**src/rtl/cam_fifo_ctrl.sv**
```systemverilog
// One-shot camera frame capture: gates camera pixels into the pixel FIFO for a single frame
// and drains the FIFO to a valid/ready consumer, tracking FIFO occupancy internally.
module cam_fifo_ctrl #(
    parameter int H_PIX   = 160,
    parameter int V_LINES = 120,
    parameter int DEPTH   = 1024,
    parameter int OCC_W   = 11
) (
    input  logic       Pclk,
    input  logic       rst,
    input  logic       start,
    input  logic       abort,
    input  logic       cam_vsync,
    input  logic       cam_href,
    input  logic [9:0] cam_data,
    output logic       fifo_wr,
    output logic [9:0] fifo_din,
    output logic       fifo_rd,
    input  logic [9:0] fifo_dout,
    output logic       cons_valid,
    output logic [9:0] cons_data,
    input  logic       cons_ready,
    output logic       busy,
    output logic       frame_done,
    output logic       overflow,
    output logic       line_err
);

    typedef enum logic [2:0] {IDLE, ARM, CAPT, DRAIN, DONE} state_t;

    localparam logic [OCC_W-1:0] DEPTH_C   = OCC_W'(DEPTH);
    localparam logic [15:0]      H_PIX_C   = 16'(H_PIX);
    localparam logic [15:0]      V_LINES_C = 16'(V_LINES);

    state_t           state_q, state_d;
    logic             vsyncPrev_q, hrefPrev_q;
    logic [15:0]      pixCnt_q, pixCnt_d;
    logic [15:0]      lineCnt_q, lineCnt_d;
    logic [OCC_W-1:0] occ_q, occ_d;
    logic             fifoWr_q, fifoWr_d;
    logic [9:0]       fifoDin_q, fifoDin_d;
    logic             consValid_q, consValid_d;
    logic             overflow_q, overflow_d;
    logic             lineErr_q, lineErr_d;
    logic             rdEn, pixelIn, vsyncFall, vsyncRise, hrefFall;

    always_ff @(posedge Pclk) begin
        if (rst) begin
            state_q     <= IDLE;
            vsyncPrev_q <= 1'b0;
            hrefPrev_q  <= 1'b0;
            pixCnt_q    <= '0;
            lineCnt_q   <= '0;
            occ_q       <= '0;
            fifoWr_q    <= 1'b0;
            fifoDin_q   <= '0;
            consValid_q <= 1'b0;
            overflow_q  <= 1'b0;
            lineErr_q   <= 1'b0;
        end else begin
            state_q     <= state_d;
            vsyncPrev_q <= cam_vsync;
            hrefPrev_q  <= cam_href;
            pixCnt_q    <= pixCnt_d;
            lineCnt_q   <= lineCnt_d;
            occ_q       <= occ_d;
            fifoWr_q    <= fifoWr_d;
            fifoDin_q   <= fifoDin_d;
            consValid_q <= consValid_d;
            overflow_q  <= overflow_d;
            lineErr_q   <= lineErr_d;
        end
    end

    // The write decision uses the occupancy the FIFO will have when the registered strobe lands,
    // so a read issued this cycle frees room for next cycle's write.
    always_comb begin
        rdEn        = (occ_q != '0) && (!consValid_q || cons_ready);
        vsyncFall   = vsyncPrev_q && !cam_vsync;
        vsyncRise   = !vsyncPrev_q && cam_vsync;
        hrefFall    = hrefPrev_q && !cam_href;
        occ_d       = occ_q + OCC_W'(fifoWr_q) - OCC_W'(rdEn);
        pixelIn     = (state_q == CAPT) && cam_href && !abort && (lineCnt_q != V_LINES_C);
        fifoWr_d    = pixelIn && (occ_d < DEPTH_C);
        fifoDin_d   = fifoWr_d ? cam_data : fifoDin_q;
        consValid_d = rdEn ? 1'b1 : (cons_ready ? 1'b0 : consValid_q);

        state_d    = state_q;
        pixCnt_d   = pixCnt_q;
        lineCnt_d  = lineCnt_q;
        overflow_d = overflow_q || (pixelIn && !fifoWr_d);
        lineErr_d  = lineErr_q;

        unique case (state_q)
            IDLE: begin
                if (start) begin
                    state_d    = ARM;
                    pixCnt_d   = '0;
                    lineCnt_d  = '0;
                    overflow_d = 1'b0;
                    lineErr_d  = 1'b0;
                end
            end
            ARM: begin
                if (vsyncFall) state_d = CAPT;
            end
            CAPT: begin
                if (hrefFall) begin
                    if (pixCnt_q != H_PIX_C) lineErr_d = 1'b1;
                    if (lineCnt_q != 16'hFFFF) lineCnt_d = lineCnt_q + 16'd1;
                    pixCnt_d = '0;
                end else if (cam_href && pixCnt_q != 16'hFFFF) begin
                    pixCnt_d = pixCnt_q + 16'd1;
                end
                if (lineCnt_q == V_LINES_C || vsyncRise) state_d = DRAIN;
            end
            DRAIN: begin
                // An in-flight write strobe must land before the FIFO can be called empty.
                if (occ_q == '0 && !consValid_q && !fifoWr_q) state_d = DONE;
            end
            DONE: state_d = IDLE;
            default: state_d = IDLE;
        endcase

        if (abort) state_d = IDLE;
    end

    assign fifo_wr    = fifoWr_q;
    assign fifo_din   = fifoDin_q;
    assign fifo_rd    = rdEn;
    assign cons_valid = consValid_q;
    assign cons_data  = fifo_dout;
    assign busy       = (state_q != IDLE);
    assign frame_done = (state_q == DONE);
    assign overflow   = overflow_q;
    assign line_err   = lineErr_q;

endmodule

```
**config.mk**
```make
export PLATFORM = sky130hd
export DESIGN_NAME = cam_fifo_ctrl
export DESIGN_NICKNAME = d
export VERILOG_FILES = /design/src/rtl/cam_fifo_ctrl.sv
export SDC_FILE = /design/constraint.sdc
export NUM_CORES = 1
export LEC_CHECK = 0
export BUFFER_PORTS_ARGS = -buffer_cell sky130_fd_sc_hd__buf_4
export CORE_UTILIZATION = 45
export CTS_CLUSTER_SIZE = 16
export DETAILED_ROUTE_END_ITERATION = 6
export GPL_TIMING_DRIVEN = 0
export PLACE_DENSITY_LB_ADDON = 0.12
export SETUP_SLACK_MARGIN = 0.3
export SKIP_LAST_GASP = 1
export SYNTH_ARGS = -nofsm -noshare
export SYNTH_HDL_FRONTEND = slang
export SYNTH_SLANG_ARGS = --single-unit
```
**constraint.sdc**
```tcl
create_clock -name Pclk -period 3.9 [get_ports Pclk]
set_input_delay 0.39 -clock Pclk [delete_from_list [all_inputs] [get_ports Pclk]]
set_output_delay 0.39 -clock Pclk [all_outputs]
set_load 0.05 [all_outputs]
```
* Word level (Yosys, flattened, before mapping)
Index checks and enable logic that the tools add are counted.
** Storage, ports and cells
- Bits in registers :: 62
- Input port bits :: 27
- Output and inout bits :: 27
- Logic and storage cells :: 86
** Operators by class
- $add $sub $neg :: 4
- $lt $le $gt $ge :: 1
- Equality and inequality tests :: 17
- Multiplexer cells :: 20
- Reductions and logical operators :: 33
** Operators by type and width (count)
- $mux W16 :: 5
- $pmux W16 S2 :: 2
- $add A16 B1 Y16 const B :: 2
- $ne A16 B16 Y1 const B :: 2
- $eq A16 B7 Y1 const B :: 1
- $ne A16 B7 Y1 const B :: 1
- $ne A16 B8 Y1 const B :: 1
- $logic_and A1 B1 Y1 :: 12
- $mux W3 :: 4
- $pmux W3 S4 :: 1
- $reduce_and A4 Y1 :: 3
- $add A11 B1 Y11 :: 1
- $logic_not A11 Y1 :: 1
- $lt A11 B11 Y1 const B :: 1
- $reduce_bool A11 Y1 :: 1
- $sub A11 B1 Y11 :: 1
- $ne A2 B2 Y1 const B :: 4
- $logic_not A1 Y1 :: 7
- $mux W1 :: 7
- $eq A3 B2 Y1 const B :: 2
- $ne A2 B1 Y1 const B :: 3
- $reduce_bool A2 Y1 :: 2
- $eq A3 B1 Y1 const B :: 1
- $eq A3 B3 Y1 const B :: 1
- other kinds (7) :: 9

* Longest topological paths before layout
Gate-level depths: netlist of run 1.
- Word-level depth :: 11
- Mapped depth :: 17
- Depth with buffers taken out :: 16

* Worst setup path after synthesis of run 1
OpenSTA, ideal clock, no wires.
- Kind :: reg2reg
- Start point :: reg occ_q[2]
- End point :: reg occ_q[9]
- Setup time :: 0.131 ns
- Data arrival time :: 3.699 ns
- Required time :: 3.769 ns
- Setup slack :: 0.070 ns
- Stages on the path, launching flop included :: 15
- Path buffers :: 0
- Clock period less this slack :: 3.830 ns
- Cell sequence :: dfxtp_1 inv_1 ha_1 nor4bb_1 and4_1 nor2b_1 ha_1 inv_1 ha_1 a21o_1 a2111oi_1 o21bai_1 a2111oi_0 o21ai_0 nor3b_1
** On the way
- Word-level cells in the longest chain between the ends :: 3
- Elaborated cells between the ends (all ways) :: 4
- Classes of those cells :: add/sub: 2; reduce/logical: 2
** Ends and longest elaborated chain
- start: declaration :: line 39 : logic [OCC_W-1:0] occ_q, occ_d;
- start signal: assignment :: line 54 : occ_q <= '0;
- start signal: assignment :: line 66 : occ_q <= occ_d;
- $reduce_bool A11 Y1 :: line 78 : rdEn = (occ_q != '0) && (!consValid_q || cons_ready);
- $logic_and A1 B1 Y1 :: line 78
- via fifo_rd :: line 18 : output logic fifo_rd,
- $sub A11 B1 Y11 :: line 82 : occ_d = occ_q + OCC_W'(fifoWr_q) - OCC_W'(rdEn);
The timed path passes the listed nets, and every way through them passes these cells.
A chain may end at the register's enable or synchronous reset.

* Worst setup path in the final report of run 1
- Start point :: reg occ_q[2]
- End point :: reg fifoDin_q[5], in the netlist fifo_din[5]
** On the way
- Word-level cells in the longest chain between the ends :: 5
- Elaborated cells between the ends (all ways) :: 6
- Classes of those cells :: add/sub: 2; order compare: 1; reduce/logical: 3
** Ends and longest elaborated chain
- parallel branches: the longest is 2 deep, another holds $add A11 B1 Y11
- $sub A11 B1 Y11 * :: line 82
- $lt A11 B11 Y1 * :: line 84 : fifoWr_d = pixelIn && (occ_d < DEPTH_C);
- $logic_and A1 B1 Y1 * :: line 84
- end signal: assignment :: line 68 : fifoDin_q <= fifoDin_d;
- end: declaration :: line 41 : logic [9:0] fifoDin_q, fifoDin_d;
Mark *: on every way between the ends.

==> impl_metrics.toml, run 1 <==
[setup_path]
crit_family = "adder cells"
crit_arrival_ns = 3.67
slowest_stage = "fa_1"
reg2reg_depth = 17
cp_max_fo = 10
path_cells = "inv_1, ha_1, nor4bb_4, and4_1, nor2b_2, ha_1, inv_1, ha_1, inv_1, fa_1, nor2b_2, o21ai_1, a21oi_2, o2111ai_2, buf_4, a21bo_1, a21oi_1"
cp_num_buf_inv = 4
path_class = "flip-flop to flip-flop"
cp-start-kind = "flip-flop"
slowest_delay_ns = 0.39
r2r_slack_ns = 0.50
required_ns = 4.16
cp.depth = 17
critPathCaptureType = "flip-flop"

[timing]
skew_ns = 0.007547
post-route-period-util_pct = 87.29
fmax_mhz = 293.8
drv_slew = 0
final-setup-viol-count = 0
tightest_slew_ns = 0.6794
min_period_ns = 3.404
setup_tns_ns = 0
slew_headroom_pct = 54.71
grt_setup_unrepaired = "false"
hold_viol = 0

[synthesis]
synthArstFlopShare_pct = 0
yosys-top-cells-area = "dfxtp_1 36%, ha_1 6.9%, nor2_1 5.9%"
synth.top_cell.area_share_pct = 35.85
synth_edf_count = 0
synth_most_common_cell = "dfxtp_1"
synth_commonest_cells = "62 x dfxtp_1, 54 x nor2_1, 26 x a21oi_1"
synth-seq-area-share_pct = 35.85
syn_area_um2 = 3462
yosys_warnings = 0
yosysTopAreaCell = "dfxtp_1"
syn-num-nets = 456
synth_area_per_cell_um2 = 8.465
syn_inst = 409
yosysUniqueCellTypes = 56
synthFlopType = "dfxtp_1"
ys_ff_latch = 62

[place]
numPortBuffers = 42
globalplace.congestion = 0.8177
dp_hpwl_mm = 5.424

[job]
cap_violations = 0

[die]
die_w_um = 89.71
initial_core_util_pct = 47.23
die_y_um = 89.71
rows = 31
dieArea_um2 = 8048
ioPinCount = 54
design.core.area_um2 = 7331

[clock_tree]
cts.htree.levels = 3
ctsHoldBuffers = 0
worstSkewPairLatency_ns = 0.34
clock_sinks = 62
cts.path.max_buffers = 2
clockRootBuffer = "clkbuf_8"
cts.clk_slew.worst_paths_ns = 0.07
cts_tree = "yes"
cts_buffers = 9

[global_routing]
grt_max_degree = 11
antenna_found_initial = 0
grt_pass1_wl_mm = 12.69
first_global_vias = 2723
grt_overflow = 0
track_usage_pct = 19.33

[detailed_routing]
drtAntennaViolNets = 0
vias_per_cell = 5.306
wl_mm = 7.486
firstDrtPassIters = 4
route.vias.total = 3014
wl_per_cell_um = 13.18
dr.first_iter.drc_count = 106
drc = 0

[finish]
drive_above_1_share_pct = 18.98
area.growth.synth_to_final_pct = 20.09
fillers = 697
nets = 511
n_antenna_cell = 0

[power]
leakage_nw = 1.660
power_density_nw_per_um2 = 521.9
peakVddDrop_mv = 0.4191
power_w = 0.002170

[run_status]
status = "finished, final reports clean"

[hold_path]
whs_path_depth = 2
holdCritPathClass = "input port to flip-flop"
## cell type report
class / instances / area, µm² / area share [%]
flip-flops and latches: 62 / 1241 / 29.85
repair buffers: 44 / 330.3 / 7.945
clock inverters: 3 / 42.54 / 1.023
multi-input cells: 295 / 2009 / 48.33
plain buffers: 27 / 157.7 / 3.792
clock buffers: 13 / 158.9 / 3.822
well taps: 99 / 123.9 / 2.979
inverters: 25 / 93.84 / 2.257
## where the power goes
group | internal (W) | switching, W | total (W)
Combinational | 0.000388 | 0.000469 | 0.000857
Sequential | 0.000692 | 0.0000397 | 0.000732
Clock | 0.000330 | 0.000252 | 0.000582
Total | 0.00141 | 0.000761 | 0.00217
## worst paths after layout
kind / from / to
worst max-delay path: occ_q[2] / fifo_din[5]
worst min register to register: fifo_din[6] / fifo_din[6]
worst max register to register: occ_q[2] / fifo_din[5]
worst min-delay path: abort / state_q[2]
## registers in the layout (all words and copies together), names as in the netlist
signal and cells:
cons_valid 1, fifo_din 10, fifo_wr 1, hrefPrev_q 1, lineCnt_q 16, line_err 1, occ_q 11, overflow 1
pixCnt_q 16, state_q 3, vsyncPrev_q 1
## through the flow
step           hold WS, ns  std cells  setup WS, ns  util (%)  cell area, µm²
2_1_floorplan       0.4685        409        0.3708         -            3465
4_1_cts             0.2325        566        0.2949     56.20            4120
6_report            0.2477        568        0.4958     56.72            4158
3_3_place_gp        0.4578        550        0.2703     53.25            3904
3_5_place_dp        0.4610        550        0.1451     53.25            3904
5_1_grt             0.2268        568        0.2871     56.72            4158
## metal layers
metal,up-vias,wire length (µm),global-route usage [%],part of all wire (%)
met2,58,3599,31.09,48
met1,1414,3561,25.00,48
met4,0,17,5.601,0.23
met3,2,307,5.753,4.1
li1,1540,-,-,-
met5,-,0,0,0
## placed cells by master (no fill, tap or decap), drive strengths merged, types with 2 or more instances in the layout
cell	n
dfxtp	62
buf	59
nor2	54
a21oi	28
inv	25
clkbuf	25
ha	19
xor2	18
nand3	16
nand2	15
nor2b	12
xnor2	11
nand4	11
o21ai	11
a21bo	10
and3	9
nor3b	8
nor3	6
nor4	6
o2111ai	5
nand2b	4
and2	4
o211ai	4
and4	3
and3b	3
nor4b	3
a41oi	3
o21bai	3
or4	3
a21o	2
nand3b	2
o22ai	2
a31oi	2
mux2i	2
mux2	2
nor4bb	2
a2111oi	2
## cell families (layout without fill, tap and decap cells)
family | count (synthesis) | count (layout) | synth area share (%)
xor+xnor | 29 | 29 | 7.336
fa+ha+maj | 20 | 20 | 7.445
compound gates | 78 | 78 | 15.43
flops | 62 | 62 | 35.85
mux | 4 | 4 | 1.229
buf+inv | 52 | 112 | 7.119
simple gates | 164 | 164 | 25.59
## timing repair
item | in CTS | in global routing
endpoints found under the setup margin | 12 | 13
pin swaps | 0 | 2
gates resized for setup | 5 | 6
buffers inserted | 0 | 2
Power figures use the tool's default switching activity.
==> run 2: changes to the inputs <==
- BUFFER_PORTS_ARGS: -buffer_cell sky130_fd_sc_hd__buf_4 -> -buffer_cell sky130_fd_sc_hd__buf_2
- CORE_MARGIN: default -> 1.5
- GPL_TIMING_DRIVEN: 0 -> default
==> impl_metrics.toml, run 2 (synthesized netlist as in run 1, its figures left out) <==
[run_status]
status = "finished, final reports clean"

[die]
rows = 31
initial_core_util_pct = 47.23
die_w_um = 90.71
design.core.area_um2 = 7331
die_y_um = 90.71
dieArea_um2 = 8228
ioPinCount = 54

[place]
globalplace.congestion = 0.7930
place_area_um2 = 3608
numPortBuffers = 33
dp_hpwl_mm = 5.162
dpl.cell_count = 515

[finish]
fin_area_um2 = 3914
final_common_cell = "dfxtp_1"
largest_registers = "lineCnt_q x16, pixCnt_q x16, occ_q x11"
n_antenna_cell = 0
fin_cells = 536
area.growth.synth_to_final_pct = 13.05
drive_above_1_share_pct = 16.25
nets = 479
final_cell_mix = "62 x dfxtp_1, 54 x nor2_1, 35 x buf_2, 25 x inv_1, 25 x a21oi_1"

[timing]
setup_tns_ns = 0
grt_setup_unrepaired = "false"
final-setup-viol-count = 0
post-route-period-util_pct = 87.37
tightest_slew_ns = 1.020
skew_ns = 0.005493
min_period_ns = 3.407
drv_slew = 0
hold_viol = 0
fmax_mhz = 293.5
slew_headroom_pct = 31.11

[global_routing]
grt_overflow = 0
antenna_found_initial = 0
grt_max_degree = 37
first_global_vias = 2691
grt_pass1_wl_mm = 12.67
track_usage_pct = 19.00

[clock_tree]
clockRootBuffer = "clkbuf_8"
cts_buffers = 9
worstSkewPairLatency_ns = 0.34
cts.htree.levels = 3
cts.path.max_buffers = 2
clock_sinks = 62
ctsHoldBuffers = 0
cts.clk_slew.worst_paths_ns = 0.07
cts_tree = "yes"

[detailed_routing]
wl_per_cell_um = 14.38
drtAntennaViolNets = 0
drc = 0
route.vias.total = 2896
firstDrtPassIters = 4
dr.first_iter.drc_count = 123
wl_mm = 7.707
vias_per_cell = 5.403

[power]
leakage_nw = 1.544
power_density_nw_per_um2 = 571.8
peakVddDrop_mv = 0.4421

[setup_path]
cp-start-kind = "flip-flop"
required_ns = 4.09
crit_arrival_ns = 3.60
cp_max_fo = 10
path_class = "flip-flop to flip-flop"
critPathCaptureType = "flip-flop"

[hold_path]
holdCritPathClass = "input port to flip-flop"

[job]
cap_violations = 0
==> run 2: cell types whose count changed in the layout (fill, tap and decap cells not counted), moves of 2 or more <==
cell      previous run  this run
buf_4               56         2
buf_2                1        35
clkbuf_2             2         0
clkbuf_1            12         2
==> run 2: where the power goes <==
group | leakage, nW | total [W] | switching, W | internal, W
Clock | 0.110 | 0.000630 | 0.000254 | 0.000376
Combinational | 0.930 | 0.000874 | 0.000483 | 0.000391
Sequential | 0.504 | 0.000734 | 0.0000422 | 0.000692
==> run 2: worst max-delay path, stage by stage, from the launching register on <==
cell	delay [ns]
dfxtp_1	0.31
inv_1	0.08
ha_1	0.17
nor4bb_4	0.30
and4_1	0.26
nor2b_2	0.06
ha_1	0.27
inv_1	0.04
ha_1	0.18
inv_1	0.07
fa_2	0.23
nor2b_4	0.06
o21ai_2	0.16
a21oi_2	0.11
buf_4	0.15
or4_4	0.61
nand3_1	0.12
a21oi_1	0.07
==> run 2: repair_timing <==
action	in CTS	in global routing
resized for setup	0	14
endpoints found under the setup margin	0	14
buffers inserted	0	2
==> run 2: through the flow <==
stage               hold WS [ns]  total power [W]  util (%)  worst slack (ns)
CTS                       0.2755         0.002148     52.16            0.3033
floorplan                 0.4685         0.001384         -            0.3708
global placement          0.4521         0.001492     49.22            0.4549
global route              0.2864         0.002395     53.39            0.2709
finish                    0.2896         0.002238     53.39            0.4927
detailed placement        0.4599         0.001509     49.22            0.3349
==> run 2: worst paths after layout <==
check | startpoint | end | slack [ns] | cells past startpoint
worst max-delay path | occ_q[3] | fifo_din[6] | 0.49 | 17
worst min-delay path | cam_vsync | vsyncPrev_q | 0.29 | 2
worst max register to register | occ_q[3] | fifo_din[6] | 0.49 | 17
worst min register to register | fifo_din[4] | fifo_din[4] | 0.47 | 2
==> run 2: routing by layer <==
layer	GRT usage (%)	up-vias	share of wire, %
li1	-	1476	-
met1	25.03	1342	48
met2	29.45	67	47
met3	6.313	11	4.6
met4	5.423	0	1.0
met5	0	-	0
==> run 2: final cells by class <==
class	instances	area (µm²)
multi-input combinational	296	2038
timing repair buffer	38	201.4
clock inverter	4	70.07
clock buffer	12	145.1
tap	99	123.9
sequential	62	1241
inverter	25	93.84
fill	693	3417
